==> src/rtl/maze_collision_fsm_pkg.sv <==
// Shared definitions for the maze collision controller.
//   state_t          game state encoding, visible on the top-level state port
//   in_span()        11-bit window membership test used by the cursor accumulator
//   *_DEF            default parameter values for the top and the accumulator
package maze_collision_fsm_pkg;

  typedef enum logic [2:0] {
    S_IDLE = 3'd0,
    S_ARM  = 3'd1,
    S_PLAY = 3'd2,
    S_WIN  = 3'd3,
    S_LOSE = 3'd4,
    S_DONE = 3'd5
  } state_t;

  localparam int CURSOR_SIZE_DEF  = 8;
  localparam int NUM_LEVELS_DEF   = 3;
  localparam int ARM_FRAMES_DEF   = 4;
  localparam int SCARE_FRAMES_DEF = 120;

  // 11 bits so a window starting near 1023 cannot wrap back to column 0.
  function automatic logic in_span(input logic [10:0] p, input logic [10:0] lo,
                                   input int size);
    logic [10:0] hi;
    hi = lo + 11'(size - 1);
    return (p >= lo) && (p <= hi);
  endfunction

endpackage

==> src/rtl/maze_collision_fsm_hit_accum.sv <==
// Cursor window hit accumulator.
// Latches the cursor position at each frame start and, for the rest of that
// frame, ORs together what the visible pixels under the cursor square show.
// Ports:
//   clk, reset                    clock, synchronous active-high reset
//   pixel_tick, video_on          pixel strobe and visible-area flag
//   frame_tick                    frame start pulse; latches cursor, restarts accumulation
//   pix_x, pix_y                  current pixel coordinates
//   cur_x, cur_y                  cursor top-left, sampled on frame_tick
//   path_on, goal_on              maze path / goal flags for the current pixel
//   seen, wall, goal              accumulated flags of the frame in progress; on the
//                                 frame_tick clk they describe the frame just finished
module maze_collision_fsm_hit_accum
  import maze_collision_fsm_pkg::*;
#(
  parameter int CURSOR_SIZE = CURSOR_SIZE_DEF
) (
  input  logic       clk,
  input  logic       reset,
  input  logic       pixel_tick,
  input  logic       video_on,
  input  logic       frame_tick,
  input  logic [9:0] pix_x,
  input  logic [9:0] pix_y,
  input  logic [9:0] cur_x,
  input  logic [9:0] cur_y,
  input  logic       path_on,
  input  logic       goal_on,
  output logic       seen,
  output logic       wall,
  output logic       goal
);

  logic [9:0] win_x, win_y;
  logic [9:0] use_x, use_y;
  logic       hit;

  // A pixel arriving with frame_tick belongs to the new frame, so it is
  // judged against the cursor position being latched on that same clk.
  assign use_x = frame_tick ? cur_x : win_x;
  assign use_y = frame_tick ? cur_y : win_y;

  assign hit = pixel_tick && video_on &&
               in_span({1'b0, pix_x}, {1'b0, use_x}, CURSOR_SIZE) &&
               in_span({1'b0, pix_y}, {1'b0, use_y}, CURSOR_SIZE);

  always_ff @(posedge clk) begin
    if (reset) begin
      win_x <= '0;
      win_y <= '0;
      seen  <= 1'b0;
      wall  <= 1'b0;
      goal  <= 1'b0;
    end else if (frame_tick) begin
      win_x <= cur_x;
      win_y <= cur_y;
      seen  <= hit;
      wall  <= hit && !path_on;
      goal  <= hit && goal_on;
    end else if (hit) begin
      seen <= 1'b1;
      wall <= wall | !path_on;
      goal <= goal | goal_on;
    end
  end

endmodule

==> src/rtl/maze_collision_fsm.sv <==
// Maze game level/collision controller.
// Judges each finished frame from the cursor accumulator and steps the game
// state machine on frame_tick. All outputs are registered.
// Ports:
//   clk, reset                 clock, synchronous active-high reset
//   pixel_tick, video_on       pixel strobe, visible-area flag
//   frame_tick                 one-clk pulse at frame start
//   pix_x, pix_y               current pixel coordinates
//   cur_x, cur_y               cursor top-left, sampled on frame_tick
//   path_on, goal_on           maze path / goal flags of current pixel
//   start                      debounced player start, level-sensitive
//   state                      game state (see table)
//   level                      active level index
//   level_up                   one-clk pulse on level advance
//   scare                      one-clk pulse on entry to LOSE
//   game_done                  high while in DONE
//
// state | meaning
// IDLE  | waiting for start
// ARM   | counting consecutive clean frames before play
// PLAY  | live: wall loses, goal wins
// WIN   | one frame of level completion
// LOSE  | scare hold for SCARE_FRAMES frames
// DONE  | all levels cleared, waiting for a fresh start press
module maze_collision_fsm
  import maze_collision_fsm_pkg::*;
#(
  parameter int CURSOR_SIZE  = CURSOR_SIZE_DEF,
  parameter int NUM_LEVELS   = NUM_LEVELS_DEF,
  parameter int ARM_FRAMES   = ARM_FRAMES_DEF,
  parameter int SCARE_FRAMES = SCARE_FRAMES_DEF
) (
  input  logic       clk,
  input  logic       reset,
  input  logic       pixel_tick,
  input  logic       video_on,
  input  logic       frame_tick,
  input  logic [9:0] pix_x,
  input  logic [9:0] pix_y,
  input  logic [9:0] cur_x,
  input  logic [9:0] cur_y,
  input  logic       path_on,
  input  logic       goal_on,
  input  logic       start,
  output logic [2:0] state,
  output logic [1:0] level,
  output logic       level_up,
  output logic       scare,
  output logic       game_done
);

  localparam int ARM_W  = $clog2(ARM_FRAMES + 1);
  localparam int HOLD_W = $clog2(SCARE_FRAMES + 1);
  localparam logic [ARM_W-1:0]  ARM_LAST   = ARM_W'(ARM_FRAMES - 1);
  localparam logic [HOLD_W-1:0] HOLD_LAST  = HOLD_W'(SCARE_FRAMES - 1);
  localparam logic [1:0]        LEVEL_LAST = 2'(NUM_LEVELS - 1);

  state_t            st;
  logic [ARM_W-1:0]  arm_cnt;
  logic [HOLD_W-1:0] hold_cnt;
  logic              start_d, rise_pend, start_rise;
  logic              seen, wall, goal, frame_wall;

  maze_collision_fsm_hit_accum #(.CURSOR_SIZE(CURSOR_SIZE)) u_accum (
    .clk        (clk),
    .reset      (reset),
    .pixel_tick (pixel_tick),
    .video_on   (video_on),
    .frame_tick (frame_tick),
    .pix_x      (pix_x),
    .pix_y      (pix_y),
    .cur_x      (cur_x),
    .cur_y      (cur_y),
    .path_on    (path_on),
    .goal_on    (goal_on),
    .seen       (seen),
    .wall       (wall),
    .goal       (goal)
  );

  // A frame in which the cursor showed no visible pixel at all is treated as
  // a wall hit, so a cursor parked off-screen can never arm or win.
  assign frame_wall = !seen || wall;
  assign start_rise = start && !start_d;
  assign state      = st;

  always_ff @(posedge clk) begin
    if (reset) begin
      st        <= S_IDLE;
      level     <= '0;
      level_up  <= 1'b0;
      scare     <= 1'b0;
      game_done <= 1'b0;
      arm_cnt   <= '0;
      hold_cnt  <= '0;
      start_d   <= 1'b0;
      rise_pend <= 1'b0;
    end else begin
      level_up <= 1'b0;
      scare    <= 1'b0;
      start_d  <= start;
      // A start press may land between frame ticks; remember it until the
      // next tick so DONE can leave on it.
      rise_pend <= (st == S_DONE) ? (rise_pend | start_rise) : 1'b0;
      case (st)
        S_IDLE: begin
          if (frame_tick && start) begin
            st      <= S_ARM;
            arm_cnt <= '0;
          end
        end
        S_ARM: begin
          if (frame_tick) begin
            if (!start) begin
              st <= S_IDLE;
            end else if (frame_wall) begin
              arm_cnt <= '0;
            end else if (arm_cnt == ARM_LAST) begin
              st      <= S_PLAY;
              arm_cnt <= '0;
            end else begin
              arm_cnt <= arm_cnt + 1'b1;
            end
          end
        end
        S_PLAY: begin
          if (frame_tick) begin
            if (frame_wall) begin
              st       <= S_LOSE;
              scare    <= 1'b1;
              hold_cnt <= '0;
            end else if (goal) begin
              st <= S_WIN;
            end
          end
        end
        S_WIN: begin
          if (frame_tick) begin
            if (level == LEVEL_LAST) begin
              st        <= S_DONE;
              game_done <= 1'b1;
            end else begin
              st       <= S_ARM;
              level    <= level + 1'b1;
              level_up <= 1'b1;
              arm_cnt  <= '0;
            end
          end
        end
        S_LOSE: begin
          if (frame_tick) begin
            if (hold_cnt == HOLD_LAST) begin
              st       <= S_IDLE;
              level    <= '0;
              hold_cnt <= '0;
            end else begin
              hold_cnt <= hold_cnt + 1'b1;
            end
          end
        end
        S_DONE: begin
          if (frame_tick && (rise_pend || start_rise)) begin
            st        <= S_IDLE;
            level     <= '0;
            game_done <= 1'b0;
          end
        end
        default: begin
          st        <= S_IDLE;
          game_done <= 1'b0;
        end
      endcase
    end
  end

endmodule

==> config.mk <==
export PLATFORM = sky130hd
export DESIGN_NAME = maze_collision_fsm
export DESIGN_NICKNAME = d
export VERILOG_FILES = /design/src/rtl/maze_collision_fsm_pkg.sv /design/src/rtl/maze_collision_fsm_hit_accum.sv /design/src/rtl/maze_collision_fsm.sv
export SDC_FILE = /design/constraint.sdc
export NUM_CORES = 1
export LEC_CHECK = 0
export CAP_MARGIN = 20
export CORE_MARGIN = 2
export CORE_UTILIZATION = 30
export DETAILED_ROUTE_END_ITERATION = 10
export SETUP_SLACK_MARGIN = 0.5
export SYNTH_ARGS = -nofsm -noshare
export SYNTH_HDL_FRONTEND = slang
export SYNTH_SLANG_ARGS = --single-unit
==> constraint.sdc <==
create_clock -name clk -period 4.95 [get_ports clk]
set_clock_uncertainty 0.1 [all_clocks]
set_input_delay 1.2375 -clock clk [delete_from_list [all_inputs] [get_ports clk]]
set_output_delay 1.2375 -clock clk [all_outputs]
set_load 0.01 [all_outputs]
### After elaboration in Yosys (flattened, before gate mapping)

Cells that the tools add are included.

| storage, ports and cells | value |
|---|---|
| register bits | 43 |
| latch bits | 0 |
| memory bits (writable) | 0 |
| memory bits (read-only) | 0 |
| input bits | 48 |
| logic and storage cells | 129 |
| memories | 0 |

| cells by class | value |
|---|---|
| add/subtract/negate cells | 5 |
| multipliers | 0 |
| divide/modulo/power cells | 0 |
| magnitude comparators | 4 |
| eq/ne operators | 22 |
| shift-type cells | 0 |
| mux-type cells | 47 |
| bitwise operators | 8 |
| reduce and logical (&&, ||, !) cells | 29 |

Operators by type and width:

| operator | count |
|---|---|
| two-way mux 3 bit | 20 |
| two-way mux 7 bit | 4 |
| adder 10 x 3 -> 11 bit, second input constant | 2 |
| less-or-equal comparator 10 x 11 -> 1 bit | 2 |
| >= comparator 10 bit | 2 |
| two-way mux 10 bit | 2 |
| inequality test 2 bit, second input constant | 10 |
| case mux 3 bit (6 select lines) | 1 |
| case mux 7 bit (2 select lines) | 1 |
| AND reduction 6 bit | 2 |
| two-way mux 1 bit | 11 |
| logical AND 1 bit | 10 |
| two-way mux 2 bit | 5 |
| AND reduction 10 bit | 1 |
| equality test 3 x 2 -> 1 bit, second input constant | 3 |
| case mux 3 bit (3 select lines) | 1 |
| AND reduction 4 bit | 2 |
| adder 7 x 1 -> 7 bit, second input constant | 1 |
| equality test 7 bit, second input constant | 1 |
| equality test 3 bit, second input constant | 2 |
| inequality test 3 bit, second input constant | 2 |
| case mux 2 bit (3 select lines) | 1 |
| nonzero test 3 bit | 2 |
| OR reduction 3 bit | 2 |
| other kinds (15) | 25 |

### Depth between registers and ports, before layout

Gate-level depths: netlist of the first run.

| depth | value |
|---|---|
| depth in word-level cells | 8 |
| depth in mapped cells | 15 |
| mapped depth without buffers | 13 |

### Cells and area by module

Synthesis of the first run repeated with hierarchy kept, for this count alone.

| unflattened totals | value |
|---|---|
| cells, all modules | 362 |
| area total of the unflattened synthesis | 3328.2 um^2 |

By module, submodules not included:

| module | times used | cells each | area each (um^2) |
|---|---|---|---|
| maze_collision_fsm_hit_accum | 1 | 228 | 2107.0 |
| maze_collision_fsm | 1 | 134 | 1221.2 |

### Worst setup path before layout of the first run

No wires, ideal clock.

| path | value |
|---|---|
| path type | input -> register |
| start point | input port frame_tick |
| end point | register u_accum.goal |
| arrival | 3.983 ns |
| required time | 4.790 ns |
| slack | 0.807 ns |
| stages | 14 |
| buffers on the path | 2 |
| cells stage by stage | buf_6 -> buf_12 -> mux2i_1 -> ha_1 -> nand2b_1 -> a32oi_1 -> nor3_1 -> xor2_1 -> ha_1 -> a211o_1 -> a221oi_1 -> a311oi_1 -> a311oi_1 -> a22o_1 |

| on the way | value |
|---|---|
| word-level cells in the longest chain between the ends | 8 |
| elaborated cells on any way between the ends | 15 |
| classes of those cells | add/sub: 2; order compare: 4; mux: 3; reduce/logical: 6 |

Ends and longest elaborated chain:

| item | line | text |
|---|---|---|
| start: declaration | maze_collision_fsm.sv:37 | `input logic frame_tick,` |
| two-way mux 10 bit | n/a |  |
| adder 10 x 3 -> 11 bit | maze_collision_fsm_pkg.sv:25 | `hi = lo + 11'(size - 1);` |
| less-or-equal comparator 10 x 11 -> 1 bit | maze_collision_fsm_pkg.sv:26 | `return (p >= lo) && (p <= hi);` |
| logical AND 1 bit | maze_collision_fsm_pkg.sv:26 |  |
| logical AND 1 bit | maze_collision_fsm_hit_accum.sv:43 | `assign hit = pixel_tick && video_on &&` |
| logical AND 1 bit | maze_collision_fsm_hit_accum.sv:44 | `in_span({1'b0, pix_x}, {1'b0, use_x}, CURSOR_SIZE) &&` |
| logical AND 1 bit | maze_collision_fsm_hit_accum.sv:59 | `goal <= hit && goal_on;` |
| two-way mux 1 bit | maze_collision_fsm_hit_accum.sv:54 | `end else if (frame_tick) begin` |
| end signal: assignment | maze_collision_fsm_hit_accum.sv:59 |  |
| end signal: assignment | maze_collision_fsm_hit_accum.sv:63 | `goal <= goal \| goal_on;` |
| end: declaration | maze_collision_fsm_hit_accum.sv:31 | `output logic goal` |

Parallel ways exist; a longest one is shown, timed or not.
A chain may end at the register's enable or synchronous reset.

### Worst setup path after layout of the first run

| path | value |
|---|---|
| start point | input port cur_x[1] |
| end point | register u_accum.wall |

| on the way | value |
|---|---|
| word-level cells in the longest chain between the ends | 8 |
| elaborated cells on any way between the ends | 10 |
| classes of those cells | add/sub: 1; order compare: 2; mux: 2; reduce/logical: 5 |

Ends and longest elaborated chain:

| item | line | text |
|---|---|---|
| start: declaration | maze_collision_fsm.sv:40 | `input logic [9:0] cur_x,` |
| two-way mux 10 bit * | n/a |  |
| adder 10 x 3 -> 11 bit | maze_collision_fsm_pkg.sv:25 |  |
| less-or-equal comparator 10 x 11 -> 1 bit | maze_collision_fsm_pkg.sv:26 |  |
| logical AND 1 bit * | maze_collision_fsm_pkg.sv:26 |  |
| logical AND 1 bit * | maze_collision_fsm_hit_accum.sv:43 |  |
| logical AND 1 bit * | maze_collision_fsm_hit_accum.sv:44 |  |
| logical AND 1 bit | maze_collision_fsm_hit_accum.sv:58 | `wall <= hit && !path_on;` |
| two-way mux 1 bit | maze_collision_fsm_hit_accum.sv:54 |  |
| end signal: assignment | maze_collision_fsm_hit_accum.sv:58 |  |
| end signal: assignment | maze_collision_fsm_hit_accum.sv:62 | `wall <= wall \| !path_on;` |
| end: declaration | maze_collision_fsm_hit_accum.sv:30 | `output logic wall,` |

Every way passes the cells marked *; elsewhere a longest branch is shown, timed or not.

==> impl_metrics.tcl, run 1 <==
set metrics [dict create \
    fillCellCount 1043 \
    cts-root-buf "clkbuf_8" \
    synth_seq_cells 43 \
    worstPathArrival_ps 4340 \
    p_leak_nw 1.622 \
    dp_hpwl_um 6021 \
    fin_area_sq_um 3970 \
    grt_antenna_before_repair 0 \
    cts_tree "done" \
    top_layer "met4" \
    core_sq_um 10230 \
    overflow 0 \
    fin_ws_ps 743.4 \
    path_cells "clkdlybuf4s50_1 > mux2i_1 > ha_1 > nand2b_1 > a32oi_2 > nor3_1 > xor2_1 > ha_1 > a21oi_1 > o21ai_0 > a221oi_1 > a311oi_2 > a311oi_2 > a22o_1" \
    critPathSlowestCell "clkdlybuf4s50_1" \
    maxSlewViolCount 0 \
    syn_inst 365 \
    setup_tns_ps 0 \
    cp_max_fo 4 \
    relSlewSlack 0.5976 \
    fmax_mhz 237.7 \
    required_ps 5090 \
    place_congestion 0.8497 \
    drc 0 \
    start_util 0.3062 \
    async_reset_ff_frac 0 \
    ctsHoldBuffers 0 \
    cts_sinks 43 \
    tightest_slew_ps 602.7 \
    netlist.area_leader.share 0.2748 \
    syn_to_final_growth_pct 26.72 \
    yosys_warnings 0 \
    synth_ff_type "dfxtp_1" \
    critical_path.max_stage_delay_ps 440 \
    nets 514 \
    wl_per_cell_um 13.55 \
    place_area_sq_um 3822 \
    viasPerCell 5.057 \
    wl_met1_um 3581 \
    ctsResizeCount 0 \
    ir_drop_mv 0.1075 \
    h-tree-depth 2 \
    drv_cap 0 \
    portBuffers 55 \
    end_kind "register" \
    whs_ps 379.4 \
    syn_area_sq_um 3133 \
    synth_common_cells "45 x ha_1, 45 x nor2_1, 43 x dfxtp_1" \
    drive_gt1_frac 0.06872 \
    avgSynthCellArea_sq_um 8.584 \
    synth_top_area_cell "dfxtp_1" \
    drtIter0Drc 86 \
    status "completed" \
    hold_path.class "reg2reg" \
    vias 2822 \
    start_kind "primary input" \
    path_clk_slew_ps 90 \
    grt_max_degree 41 \
    yosysSeqAreaShare 0.2748 \
    cts_inserted_buffers 5 \
    first_pass_iters 4 \
    rsz0062_at_grt "false" \
    dr_wl_met2_um 3652 \
    setup_violations 0 \
    p_per_area_nw_per_um2 230.3 \
    die_w_um 106.2 \
    die-area_sq_um 11280 \
    postCtsSetupBuffers 0 \
    routed_wl_um 7562 \
    clk_latency_ps 290 \
    fin_crit_sh 0.8498 \
    row_count 37 \
    pre_cts_ws_ps 233.5 \
    ys_types 58 \
    grt_pass1_vias 2710 \
    wl_met3_um 274 \
    synth.area.top_cells "dfxtp_1 27%, ha_1 18%, mux2i_1 6.4%, nor2_1 5.4%, a21oi_1 3.2%" \
    synth_edf_count 0 \
    hold_violations 0 \
    grt_use_total 0.1358 \
    pin_count 56 \
    fin_crit_ps 4207 \
    clock_path_buffers 2 \
    grt_first_pass_wirelength_um 12650 \
    die_h_um 106.2 \
    n_antenna_cell 0 \
    synth_nets 458 \
    crit_type "in2reg" \
    detail-route-antenna-nets 0 \
]
cell usage in the layout (no fill, tap or decap), types with 2 or more instances in the layout:
cell type	netlist	layout
clkdlybuf4s50_1	0	54
nor2_1	45	45
ha_1	45	45
dfxtp_1	43	43
nand2_1	24	24
a21oi_1	20	20
mux2i_1	20	18
inv_1	15	15
nor2b_1	13	13
o21ai_0	12	12
nor3_1	11	11
xor2_1	11	11
xnor2_1	8	8
nand2b_1	7	7
nand4_1	7	7
buf_4	1	7
nand3b_1	6	6
clkbuf_8	0	5
nand3_1	4	4
a32oi_1	5	4
and2b_1	3	3
and3_1	3	3
nor4_1	3	3
a21o_1	3	3
or3_1	3	3
a2111oi_0	3	3
o211ai_1	3	3
mux2i_2	0	2
a211o_1	2	2
o21a_1	2	2
a211oi_1	2	2
a221oi_1	2	2
a311oi_2	0	2
a22o_1	2	2
metal layers:
metal,global-route usage,vias up
li1,-,1429
met2,0.2312,54
met3,0.02636,4
met5,0,-
met4,0.02632,0
met1,0.1790,1335
worst max-delay path, delay by kind of cell:
kind / cells / cell delay [ps]
AOI/OAI and AO/OA: 7 / 1530
xor gates and xnor gates: 1 / 160
adders and majority gates: 2 / 550
buffers and inverters: 1 / 440
muxes: 1 / 220
and+or+nand+nor: 2 / 200
sequential cells by signal (all words and copies together), names as in the netlist:
name / cells
u_accum.win_x: 10
level_up: 1
u_accum.wall: 1
u_accum.seen: 1
scare: 1
start_d: 1
u_accum.win_y: 10
state: 3
arm_cnt: 3
rise_pend: 1
u_accum.goal: 1
level: 2
hold_cnt: 7
game_done: 1
logic make-up after synthesis:
kind of cell               share of synthesized area
buffers and inverters                        0.04313
and+or+nand+nor                               0.2212
DFF                                           0.2748
AOI/OAI and AO/OA                             0.1641
muxes                                        0.06390
adders and majority gates                     0.1797
xor gates and xnor gates                     0.05312
final timing paths:
path	startpoint	slack (ps)	end	depth (start not counted)
worst min-delay path	level[1]	380	level[1]	2
worst max register to register	u_accum.win_y[0]	1800	u_accum.wall	12
worst min register to register	level[1]	380	level[1]	2
worst max-delay path	cur_x[1]	740	u_accum.wall	14
where the power goes:
group | total [mW] | switching, mW | leakage, nW | internal, mW
registers | 0.373 | 0.0147 | 0.351 | 0.359
clock network | 0.279 | 0.129 | 0.0581 | 0.150
logic | 0.262 | 0.130 | 1.21 | 0.132
cell type report:
class | count | area (sq um) | area share
multi-input cells | 294 | 2170 | 0.5465
clock buffers | 5 | 68.82 | 0.01733
clock inverters | 3 | 43.79 | 0.01103
flip-flops and latches | 43 | 860.8 | 0.2168
inverters | 15 | 56.30 | 0.01418
repair buffers | 62 | 600.6 | 0.1513
well taps | 136 | 170.2 | 0.04286
metrics by stage:
stage | cells | total power, mW | util
4_1_cts | 558 | 0.9215 | 0.3846
6_report | 558 | 0.9144 | 0.3880
5_1_grt | 558 | 0.9737 | 0.3880
3_5_place_dp | 550 | 0.6383 | 0.3736
2_1_floorplan | 365 | 0.5444 | -
3_3_place_gp | 550 | 0.6333 | 0.3736
Power figures use the tool's default switching activity.
==> run 2: changes to the inputs <==
==> constraint.sdc (replaced) <==
create_clock -name clk -period 4.3 [get_ports clk]
set_clock_uncertainty 0.1 [all_clocks]
set_input_delay 1.075 -clock clk [delete_from_list [all_inputs] [get_ports clk]]
set_output_delay 1.075 -clock clk [all_outputs]
set_load 0.01 [all_outputs]
==> run 2 against run 1 <==
Clock power is 6% lower. Critical path depth decreased by 2. Final area increased by 6.2%. Sequential cell count stayed put. Non-clock buffer count grew 14. Critical endpoint is now u_accum.goal. Worst hold slack worse by 3.4 ps. Routed wire length grew 6.7%. Power rose by 13%.
==> impl_metrics.tcl, run 2 (synthesized netlist as in run 1, its figures left out) <==
set metrics [dict create \
    status "completed" \
    tightest_slew_ps 606.9 \
    mostFrequentLayoutCells "50 x clkdlybuf4s50_1, 45 x nor2_1, 43 x dfxtp_1, 42 x ha_1, 24 x nand2_1" \
    cts_tree "done" \
    core_sq_um 10230 \
    utilization 0.4120 \
    grt_use_total 0.1420 \
    first_pass_iters 6 \
    die-area_sq_um 11280 \
    grt_pass1_vias 2850 \
    p_clk_frac 0.252 \
    die_h_um 106.2 \
    n_antenna_cell 0 \
    detail-route-antenna-nets 0 \
    cts-root-buf "clkbuf_8" \
    h-tree-depth 2 \
    power.internal_uw 698.7 \
    hold_path.class "reg2reg" \
    grt_first_pass_wirelength_um 13010 \
    cts_sinks 43 \
    finalNonFillerCells 572 \
    rsz0062_at_grt "false" \
    p_leak_nw 1.716 \
    min_from "level[1]" \
    worstPathArrival_ps 3860 \
    startpoint "frame_tick" \
    whs_ps 376.0 \
    syn_to_final_growth_pct 34.54 \
    maxSlewViolCount 0 \
    grt_antenna_before_repair 0 \
    drc 0 \
    layout_commonest_cell "clkdlybuf4s50_1" \
    rr_startpoint "u_accum.win_y[1]" \
    path_cells "buf_8 > buf_4 > and2b_1 > a32oi_1 > nor2_1 > nand2_1 > xnor2_1 > ha_1 > nand4_1 > or4_4 > a311oi_4 > a22o_1" \
    ir_drop_mv 0.1121 \
    required_ps 4440 \
    drtIter0Drc 104 \
    start_kind "primary input" \
    hold_violations 0 \
    overflow 0 \
    portBuffers 55 \
    drive_gt1_frac 0.1422 \
    pin_count 56 \
    routed_wl_um 8065 \
    sw_frac_of_total 0.3246 \
    end_kind "register" \
    cts_inserted_buffers 5 \
    start_util 0.3062 \
    critical_path.max_stage_delay_ps 550 \
    fmax_mhz 268.8 \
    critPathSlowestCell "or4_4" \
    relSlewSlack 0.5948 \
    die_w_um 106.2 \
    seqPwrFrac 0.416 \
    drv_cap 0 \
    fin_crit_ps 3720 \
    fillCellCount 1031 \
    multi_input_area_sq_um 2328 \
    clock_path_buffers 2 \
    row_count 37 \
    path_clk_slew_ps 90 \
    cp_max_fo 20 \
    fin_crit_sh 0.8650 \
    dp_cells 558 \
    dp_hpwl_um 6138 \
    fin_ws_ps 580.4 \
    place_congestion 0.8330 \
    p_per_area_nw_per_um2 245.4 \
    pre_cts_ws_ps -109.2 \
    viasPerCell 5.038 \
    grt_max_degree 40 \
    setup_violations 0 \
    p_comb_frac 0.332 \
    wl_per_cell_um 14.10 \
    seq_area_sq_um 860.8 \
    nets 528 \
    ctsHoldBuffers 0 \
    vias 2882 \
    p_switching_uw 335.8 \
    reg_top3 "u_accum.win_x (10), u_accum.win_y (10), hold_cnt (7)" \
    clk_latency_ps 300 \
    crit_type "in2reg" \
]
[run 2: per-stage QoR]
stage	area, sq um	setup TNS, ps	power [mW]
6_report	4215	0	1.035
5_1_grt	4215	0	1.103
4_1_cts	4080	0	1.027
3_5_place_dp	3939	-252.4	0.7545
3_3_place_gp	3939	-86.73	0.7477
2_1_floorplan	3198	0	0.6358
[run 2: worst max-delay path, delay by kind of cell]
| kind | cells | cell delay [ps] |
|---|---|---|
| adders and majority gates | 1 | 300 |
| and+or+nand+nor | 5 | 1130 |
| buffers and inverters | 2 | 430 |
| xor gates and xnor gates | 1 | 70 |
| AOI/OAI and AO/OA | 3 | 840 |
[run 2: cell type report]
cell class              instances  share of cell area
clock inverters                 3            0.003562
clock buffers                   5             0.01633
well taps                     136             0.04037
repair buffers                 76              0.1698
flip-flops and latches         43              0.2042
inverters                      15             0.01336
multi-input cells             294              0.5524
[run 2: layer usage]
metal	up-vias	part of all wire	track usage	wire, um
met2	63	0.48	0.2482	3884
met1	1350	0.45	0.1806	3665
met3	12	0.046	0.02330	367
li1	1457	-	-	-
met5	-	0	0	0
met4	0	0.018	0.03665	147
[run 2: power groups by stage]
stage               sequential (mW)  combinational [mW]  clock [mW]
finish                        0.430               0.344       0.261
global route                  0.433               0.383       0.286
CTS                           0.430               0.326       0.270
detailed placement            0.439               0.316           0
global placement              0.438               0.310           0
floorplan                     0.429               0.207           0
[run 2: what timing repair did]
| action | 4_1_cts | 5_1_grt |
|---|---|---|
| gates resized for setup | 12 | 21 |
| setup endpoints to repair | 3 | 3 |
| pin swaps | 6 | 11 |
| buffers inserted | 1 | 5 |
[run 2: worst paths after layout]
kind	to	slack, ps	cells after the start
max reg2reg	u_accum.goal	1380	11
max	u_accum.goal	580	12
min reg2reg	level[1]	380	2
min	level[1]	380	2
